File: config.mk
export PLATFORM = sky130hd
export DESIGN_NAME = pulse_analyzer
export DESIGN_NICKNAME = d
export VERILOG_FILES = /design/src/rtl/pulse_analyzer.sv
export SDC_FILE = /design/constraint.sdc
export NUM_CORES = 1
export LEC_CHECK = 0
export ABC_AREA = 1
export BUFFER_PORTS_ARGS = -buffer_cell sky130_fd_sc_hd__buf_4
export CAP_MARGIN = 5
export CORE_MARGIN = 1.5
export CORE_UTILIZATION = 40
export CTS_CLUSTER_DIAMETER = 60
export DETAILED_ROUTE_END_ITERATION = 12
export HOLD_SLACK_MARGIN = 0.08
export PLACE_DENSITY = 0.64
export SYNTH_ARGS = -nofsm -noshare
export SYNTH_HDL_FRONTEND = slang
export SYNTH_SLANG_ARGS = --single-unit
File: constraint.sdc
create_clock -name clk -period 7.5 [get_ports clk]
set_clock_uncertainty 0.15 [all_clocks]
set_input_delay 0.75 -clock clk [delete_from_list [all_inputs] [get_ports clk]]
set_output_delay 0.75 -clock clk [all_outputs]
set_load 0.01 [all_outputs]
File: src/rtl/pulse_analyzer.sv
// Threshold-triggered pulse analyzer: measures peak amplitude, peak time, width above threshold
// and pile-up for each pulse, then emits one registered record per pulse.
module pulse_analyzer #(
  parameter int unsigned DATA_WIDTH   = 16,
  parameter int unsigned TIME_WIDTH   = 16,
  parameter int unsigned WIDTH_BITS   = 8,
  parameter int unsigned HOLDOFF      = 8,
  parameter int unsigned PILEUP_DELTA = 4
) (
  input  logic                  clk,
  input  logic                  reset,
  input  logic [DATA_WIDTH-1:0] input_data,
  input  logic [DATA_WIDTH-1:0] threshold,
  output logic                  output_valid,
  output logic [DATA_WIDTH-1:0] peak_amplitude,
  output logic [TIME_WIDTH-1:0] peak_time,
  output logic [WIDTH_BITS-1:0] pulse_width,
  output logic                  pile_up,
  output logic                  busy
);

  localparam int unsigned HoldW = (HOLDOFF > 1) ? $clog2(HOLDOFF) : 1;
  localparam logic signed [DATA_WIDTH:0] DeltaW = (DATA_WIDTH + 1)'(PILEUP_DELTA);

  typedef enum logic [1:0] {StIdle, StRise, StFall, StHold} state_e;

  state_e                state_q;
  logic [TIME_WIDTH-1:0] ts_q;
  logic [TIME_WIDTH-1:0] x_ts_q;
  logic [TIME_WIDTH-1:0] peak_time_q;
  logic [DATA_WIDTH-1:0] x_q;
  logic [DATA_WIDTH-1:0] prev_q;
  logic [DATA_WIDTH-1:0] peak_q;
  logic                  x_vld_q;
  logic [WIDTH_BITS-1:0] width_q;
  logic                  pile_q;
  logic [HoldW-1:0]      hold_q;

  logic                         above;
  logic                         new_peak;
  logic                         falling;
  logic                         rerise;
  logic signed [DATA_WIDTH:0]   x_wide;
  logic signed [DATA_WIDTH:0]   prev_plus;
  logic [WIDTH_BITS-1:0]        width_inc;

  // Re-rise margin is formed one bit wider so prev near full scale cannot wrap.
  always_comb begin
    x_wide    = $signed({x_q[DATA_WIDTH-1], x_q});
    prev_plus = $signed({prev_q[DATA_WIDTH-1], prev_q}) + DeltaW;
    above     = $signed(x_q) > $signed(threshold);
    new_peak  = $signed(x_q) > $signed(peak_q);
    falling   = $signed(x_q) < $signed(prev_q);
    rerise    = x_wide > prev_plus;
    width_inc = (width_q == '1) ? width_q : width_q + WIDTH_BITS'(1);
  end

  always_ff @(posedge clk) begin
    if (reset) begin
      state_q        <= StIdle;
      ts_q           <= '0;
      x_q            <= '0;
      x_ts_q         <= '0;
      x_vld_q        <= 1'b0;
      prev_q         <= '0;
      peak_q         <= '0;
      peak_time_q    <= '0;
      width_q        <= '0;
      pile_q         <= 1'b0;
      hold_q         <= '0;
      output_valid   <= 1'b0;
      peak_amplitude <= '0;
      peak_time      <= '0;
      pulse_width    <= '0;
      pile_up        <= 1'b0;
      busy           <= 1'b0;
    end else begin
      ts_q         <= ts_q + TIME_WIDTH'(1);
      x_q          <= input_data;
      x_ts_q       <= ts_q;
      x_vld_q      <= 1'b1;
      prev_q       <= x_q;
      output_valid <= 1'b0;
      case (state_q)
        StIdle: begin
          // x_vld_q masks the cleared stage register right after reset.
          if (x_vld_q && above) begin
            peak_q      <= x_q;
            peak_time_q <= x_ts_q;
            width_q     <= WIDTH_BITS'(1);
            pile_q      <= 1'b0;
            busy        <= 1'b1;
            state_q     <= StRise;
          end
        end
        StRise, StFall: begin
          if (!above) begin
            output_valid   <= 1'b1;
            peak_amplitude <= peak_q;
            peak_time      <= peak_time_q;
            pulse_width    <= width_q;
            pile_up        <= pile_q;
            hold_q         <= HoldW'(HOLDOFF - 1);
            state_q        <= StHold;
          end else begin
            width_q <= width_inc;
            if (new_peak) begin
              peak_q      <= x_q;
              peak_time_q <= x_ts_q;
            end
            if (state_q == StRise && falling) begin
              state_q <= StFall;
            end
            if (state_q == StFall && rerise) begin
              pile_q  <= 1'b1;
              state_q <= StRise;
            end
          end
        end
        StHold: begin
          if (hold_q == '0) begin
            busy    <= 1'b0;
            state_q <= StIdle;
          end else begin
            hold_q <= hold_q - HoldW'(1);
          end
        end
        default: state_q <= StIdle;
      endcase
    end
  end

endmodule

# Word-level counts from Yosys, hierarchy flattened
# Cells that the tools add are included.
# word_totals
reg_bits	154
inputBits	34
output_inout_bits	43
word_cells	87
# classes
n_addsub	4
n_lt_le_gt_ge	4
eq_ne	13
muxes	30
bitwise	2
reduce_logical	17
# op_table
cell	count
$mux 16	6
$pmux 16 s2	2
$gt 16x16->1	2
$mux 8	3
$add 16x4->17 const B	1
$gt 16x17->1	1
$add 16x1->16 const B	1
$lt 16x16->1	1
$ne 2x2->1 const B	8
$pmux 8 s2	1
$reduce_and 4->1	3
$mux 2	5
$reduce_and 3->1	3
$add 8x1->8 const B	1
$eq 8x8->1 const B	1
$mux 1	7
$mux 3	2
$pmux 2 s3	1
$pmux 3 s2	1
$reduce_bool 2->1	3
$eq 2x2->1 const B	2
$ne 4x4->1 const B	1
$pmux 1 s2	2
$reduce_or 2->1	2
7 further kinds	10

# Depth between registers and ports, before layout
# Gate-level depths: netlist of the first run.
# logic_depth
word_depth	6
ltp_mapped	25
ltp_nobuf	25

# Worst setup path after synthesis of the first run
# OpenSTA, ideal clock, no wires.
# synth_timing
path_type	reg2reg
startpoint	register prev_q[4]
endpoint	register state_q[0]
setup_ns	0.113
t_arrival_ns	2.713
required_ns	7.237
path_slack_ns	4.524
path_stages_with_launch	18
synth_period_minus_slack_ns	2.976
path_cell_list	dfxtp_1 -> inv_1 -> nor3_1 -> nand3_1 -> nor3_1 -> nand4_1 -> nor2_1 -> xor2_1 -> ha_1 -> nand2_1 -> nor4_1 -> nand2_1 -> nand3_1 -> nand3_1 -> nand3_1 -> nand2_1 -> nor2_1 -> nor2_1
# synth_between
elab_chain_len	6
elab_cells_between_ends	10
# synth_lines
item	line	source
start, declared	32	logic [DATA_WIDTH-1:0] prev_q;
start signal, assigned	82	prev_q <= x_q;
$add 16x4->17	50	prev_plus = $signed({prev_q[DATA_WIDTH-1], prev_q}) + DeltaW;
$gt 16x17->1	54	rerise = x_wide > prev_plus;
$logic_and 1x1->1	114	if (state_q == StFall && rerise) begin
$mux 2	114	
$mux 2	97	if (!above) begin
$pmux 2 s3	84	case (state_q)
end signal, assigned	104	state_q <= StHold;
end signal, assigned	112	state_q <= StFall;
end signal, assigned	116	state_q <= StRise;
end, declared	27	state_e state_q;
# Parallel ways exist; a longest one is shown, timed or not.
# A chain may end at the register's enable or synchronous reset.

# Worst setup path in the final report of the first run
# Same ends and word-level chain as after synthesis.

==> impl_metrics.toml, run 1 <==
[synth]
synth_compound_area_frac = 0.108
synth_seq_cells = 154
synth_area_leaders = "dfxtp_1, ha_1, nand2_1"
yosysTopAreaCell = "dfxtp_1"
synth_warnings = 0
synthArstFlopShare = 0
synth_fp_nets = 1107
synth-adder-area-share = 0.122
syn_inst = 1001
synthesis.area_sq_um = 7410
synth_top_family_by_area = "simple AND/OR/NAND/NOR gates"
synth_edf_count = 0
yosysTopAreaCellShare = 0.416
yosys.area_share.simple = 0.235
synth_cell_types = 31
synth_seq_area_share = 0.416
avgSynthCellArea_sq_um = 7.40
synth_mux_area_frac = 0
synth_xor_area_frac = 0.0201
synth_flop_cell = "dfxtp_1"

[sta]
maxSlewViolCount = 0
max_freq_mhz = 275
fin_crit_ns = 3.64
finalSetupViolations = 0
rsz0062_at_grt = "false"
finalSetupTns_ns = 0
relSlewSlack = 0.219
hold_violations = 0
worst_pin_slew_ns = 1.17
fin_hold_ws_ns = 0.291
period_share = 0.486

[layout]
final_nets = 1165
drive_gt1_frac = 0.108
final_common_cell = "nand2_1"
num_antenna_cells = 0
register_area_sq_um = 3080
syn_to_final_growth_pct = 17.4
multiInputGateArea_sq_um = 3600
final_cell_mix = "nand2_1, nor2_1, dfxtp_1, inv_1, a21oi_1"
final_area_sq_um = 8700
fillCellCount = 1795

[global_routing]
grt_pass1_vias = 5627
antenna_found_initial = 0
grt_max_degree = 79
gr-total-overflow = 0
grt_pass1_wl_mm = 27.1
grt_usage = 0.173

[critical_path]
start_kind = "register"
timing.rr.end = "state_q[0]"
endpoint_kind = "register"
reg2reg_depth = 21
reg2reg_from = "prev_q[4]"
r2r_slack_ns = 3.86
worstSetupPathType = "register to register"
crit_path_max_fanout = 3
crit_arrival_ns = 3.86
cp_data_required_time_ns = 7.71

[clock_tree]
cts_tree = "built"
post_cts_resized = 0
cts_hold_buffers = 0
cts_root_buf = "clkbuf_16"
postCtsSetupBuffers = 0
cts.clk_slew.worst_paths_ns = 0.06
cts_sinks = 154
htreeDepth = 4
clk_latency_ns = 0.43
cts_buffers = 17
cts.path.max_buffers = 2

[flow_run]
cap_violations = 0

[route]
vias = 6143
vias_per_cell = 4.72
ant_nets = 0
drt_iter0_markers = 351
drcViolationCount = 10
wl_mm = 15.9
firstDrtPassIters = 9
wl_per_cell_um = 12.3

[die]
die_h_um = 139
io_pins = 77
dieArea_sq_um = 19400
die_x_um = 139
design.core.area_sq_um = 18100
start_util = 0.410
fp-row-count = 49

[placed_design]
gp_congestion = 0.843
place_area_sq_um = 8090
dp_hpwl_mm = 11.0
numPortBuffers = 76

[power]
power.share.sequential = 0.347
combinationalPowerShare = 0.363
powerDensity_nw_per_um2 = 351
p_switching_mw = 1.16
ir_drop_mv = 0.242
power.internal_mw = 1.90
clkPwrFrac = 0.290
p_leak_nw = 4.05
switching_share = 0.379

[worst_hold_path]
hp-start = "ts_q[15]"
min_to = "x_ts_q[15]"
hp-class = "register to register"
hold_depth = 2

[outcome]
status = "finished, violations left"
failed_checks = "design-rule violations"
per-layer routing:
metal  part of all wire  vias to the layer above  global-route usage  wire length (um)
met1               0.52                     2727               0.235              8230
met2               0.44                       84               0.272              6940
met3              0.035                       16              0.0394               563
met4              0.013                        0              0.0588               206
li1                   -                     3316                   -                 -
met5                  0                        -                   0                 0
power by group through the flow:
stage               combinational, mW  clock, mW  sequential [mW]
floorplan                       0.805          0             1.10
global placement                 1.09          0             1.08
detailed placement               1.11          0             1.08
global route                     1.28      0.938             1.08
CTS                              1.12      0.904             1.06
finish                           1.11      0.886             1.06
logic make-up after synthesis:
family | Yosys count
AND/OR/NAND/NOR | 417
buffers and inverters | 184
AO/OA/AOI/OAI | 157
flip-flops | 154
adder cells (fa/ha/maj) | 72
XOR/XNOR | 17
per-stage QoR:
step / power [mW] / worst slack [ns] / cells / utilization
after CTS: 3.09 / 3.89 / 1301 / 0.481
final: 3.06 / 3.86 / 1301 / 0.481
after global placement: 2.17 / 3.78 / 1269 / 0.447
after detailed placement: 2.19 / 3.76 / 1269 / 0.447
after global routing: 3.30 / 3.37 / 1301 / 0.481
after floorplan: 1.90 / 4.52 / 1001 / -
critical path: stages (launching register included):
cell,delay [ns]
dfxtp_1,0.37
inv_1,0.08
nor3_1,0.33
nand3_1,0.19
nor3_1,0.42
nand4_1,0.22
nor2_1,0.17
xor2_1,0.18
ha_1,0.25
nand2_1,0.11
nor2_1,0.06
nand3_1,0.10
o21ai_0,0.08
nor2_1,0.13
nand2_1,0.06
nand2_1,0.06
nand3_1,0.13
nand3_1,0.17
nand2_1,0.08
nand2_1,0.07
nand2_1,0.04
nor2_1,0.11
registers in the layout (all words and copies together) (netlist names), 2 cells and up:
signal / count
pulse_width: 8
peak_q: 16
peak_amplitude: 16
peak_time: 16
hold_q: 3
width_q: 8
state_q: 2
prev_q: 16
x_q: 16
ts_q: 16
peak_time_q: 16
x_ts_q: 16
cell type report:
type | count | share of cell area
tap | 229 | 0.0329
multi-input combinational | 663 | 0.413
timing repair buffer | 77 | 0.0664
inverter | 146 | 0.0630
clock inverter | 12 | 0.0188
sequential | 154 | 0.354
clock buffer | 20 | 0.0513
cell usage after synthesis, types with 3 or more instances:
cell,count
inv_1,145
xor2_1,16
nor3_1,9
nand3_1,25
clkbuf_1,18
nor4_1,4
a21oi_1,86
dfxtp_1,154
nand4_1,32
o21ai_0,61
buf_6,3
ha_1,72
buf_2,14
nor2_1,169
nand2_1,170
worst max path at each step:
| stage | to | slack, ns | cells after the start | from |
|---|---|---|---|---|
| finish | state_q[0] | 3.86 | 21 | prev_q[4] |
| global route | state_q[0] | 3.37 | 21 | prev_q[4] |
| CTS | state_q[0] | 3.89 | 18 | prev_q[4] |
| detailed placement | peak_amplitude[0] | 3.76 | 15 | threshold[5] |
| global placement | peak_amplitude[9] | 3.78 | 15 | threshold[5] |
| floorplan | state_q[0] | 4.52 | 17 | prev_q[4] |
No activity file was read; power rests on OpenSTA's default activity.
==> run 2, diff against run 1 <==
==> constraint.sdc (replaced) <==
create_clock -name clk -period 3.7 [get_ports clk]
set_clock_uncertainty 0.15 [all_clocks]
set_input_delay 0.37 -clock clk [delete_from_list [all_inputs] [get_ports clk]]
set_output_delay 0.37 -clock clk [all_outputs]
set_load 0.01 [all_outputs]
==> run 2 against run 1 <==
Final area grew 2.2%. Sequential power grew 100%. Global-route usage grew 1.1 points. Routed wire length grew 4.0%. Largest power group unchanged. Non-clock buffer count grew 23. Critical path type unchanged. Clock-buffer cell count shrank 2. Highest routed layer unchanged. The run still ends with design-rule violations left. Total power grew 100%.
==> impl_metrics.toml, run 2 (synthesis results as in run 1) <==
[critical_path]
worstSetupPathType = "register to register"
cp_data_required_time_ns = 3.87
crit_buf_inv = 0
crit_path_max_fanout = 3
reg2reg_from = "prev_q[2]"
endpoint_kind = "register"
cp_slowest_cell = "dfxtp_1"
crit_arrival_ns = 3.37
cpPeakStageDelay_ns = 0.35
path_delay_family = "simple AND/OR/NAND/NOR gates"
start_kind = "register"
crit_top_cell = "nor2_1"
crit_chain = "ha_1, nand3_1, nor2_1, nand2_1, nor2_1, nand4_1, nor3_1, xor2_1, ha_1, nand2_1, nor2_1, nand3_1, o21ai_0, nor2_1, nand3_1, nand3_1, nand3_1, nand2_1, nor2_1, nor2_1"
r2r_slack_ns = 0.50
startpoint = "prev_q[2]"

[outcome]
failed_checks = "design-rule violations"
status = "finished, violations left"

[clock_tree]
cts_root_buf = "clkbuf_16"
postCtsSetupBuffers = 0
cts_sinks = 154
cts.clk_slew.worst_paths_ns = 0.07
cts.path.max_buffers = 2
cts_tree = "built"
cts_buffers = 17
htreeDepth = 4
clk_latency_ns = 0.43

[global_routing]
grt_usage = 0.184
met2_usage = 0.300
use_met3 = 0.0349
grt_pass1_wl_mm = 29.0
antenna_found_initial = 0
grtUsageMet1 = 0.242
busiest_layer = "met2"
grt_max_degree = 78
gr-total-overflow = 0
grt_pass1_vias = 6060

[die]
design.core.area_sq_um = 18100
io_pins = 77
start_util = 0.410
die_x_um = 139
dieArea_sq_um = 19400
fp-row-count = 49
die_h_um = 139

[route]
drt_iter0_markers = 425
ant_nets = 0
firstDrtPassIters = 10
wl_per_cell_um = 12.5
drcViolationCount = 10
wl_mm = 16.6
vias_per_cell = 4.79
vias = 6339

[sta]
hold_violations = 0
rsz0062_at_grt = "false"
worst_pin_slew_ns = 0.860
period_share = 0.864
finalSetupViolations = 0
fin_crit_ns = 3.20
relSlewSlack = 0.427
finalSetupTns_ns = 0
maxSlewViolCount = 0
max_freq_mhz = 313

[power]
combinationalPowerShare = 0.377
ir_drop_mv = 0.403
clkPwrFrac = 0.276
power.internal_mw = 3.77
power.share.sequential = 0.348
p_switching_mw = 2.41
powerDensity_nw_per_um2 = 694
switching_share = 0.390
p_leak_nw = 4.15

[layout]
final_common_cell = "nand2_1"
register_area_sq_um = 3080
num_antenna_cells = 0
instances_no_fill = 1324
fillCellCount = 1776
final_nets = 1188
syn_to_final_growth_pct = 20.1
drive_gt1_frac = 0.116
multiInputGateArea_sq_um = 3610
final_cell_mix = "nand2_1, nor2_1, dfxtp_1, inv_1, a21oi_1"
fin_util = 0.492

[placed_design]
gp_congestion = 0.828
dp_hpwl_mm = 11.4
place_inst = 1276
numPortBuffers = 76

[worst_hold_path]
hp-start = "ts_q[1]"
hp-class = "register to register"

[flow_run]
cap_violations = 0
==> run 2: changes by cell type in the layout (fill, tap and decap cells not counted), moves of 2 or more <==
cell,delta
bufinv_16,-2
dlygate4sd3_1,+16
clkbuf_1,-2
buf_4,+7
nor3_1,-2
==> run 2: power by group through the flow <==
stage | clock network (mW) | logic (mW) | registers [mW]
2_1_floorplan | 0 | 1.63 | 2.22
3_3_place_gp | 0 | 2.28 | 2.18
3_5_place_dp | 0 | 2.32 | 2.19
4_1_cts | 1.74 | 2.35 | 2.15
5_1_grt | 1.82 | 2.70 | 2.19
6_report | 1.70 | 2.33 | 2.15
==> run 2: worst paths after layout <==
| path | endpoint | cells past startpoint |
|---|---|---|
| min | x_ts_q[1] | 2 |
| max reg2reg | state_q[0] | 20 |
| min reg2reg | x_ts_q[1] | 2 |
| max | state_q[0] | 20 |
==> run 2: layout make-up <==
type / count / area share
clock buffers: 18 / 0.0494
clock inverters: 14 / 0.0155
inverters: 146 / 0.0616
multi-input cells: 663 / 0.406
flip-flops and latches: 154 / 0.347
well taps: 229 / 0.0322
repair buffers: 100 / 0.0889
==> run 2: per-stage QoR <==
step                power (mW)  instance area, sq um  hold slack, ns  setup slack [ns]
floorplan                 3.85                  7410           0.270             0.724
global placement          4.47                  8140           0.295             0.467
detailed placement        4.50                  8140           0.293             0.365
CTS                       6.25                  8880           0.297             0.338
global route              6.70                  8900           0.319            0.0378
finish                    6.18                  8900           0.300             0.505
==> run 2: worst reg2reg max path: cells and delay by family (launching register included) <==
kind	cells	cell delay, ns
AO/OA/AOI/OAI	1	0.17
XOR/XNOR	1	0.10
adder cells (fa/ha/maj)	2	0.49
flip-flops	1	0.35
AND/OR/NAND/NOR	16	1.83
==> run 2: timing repair <==
| action | in CTS | in global routing |
|---|---|---|
| hold buffers | 16 | 0 |
| setup endpoints to repair | 0 | 3 |
| endpoints found under the hold margin | 16 | 0 |
| resized for setup | 0 | 3 |
==> run 2: metal layers <==
metal,vias up,share of wire
li1,3358,-
met5,-,0
met3,28,0.030
met2,93,0.45
met1,2860,0.50
met4,0,0.016
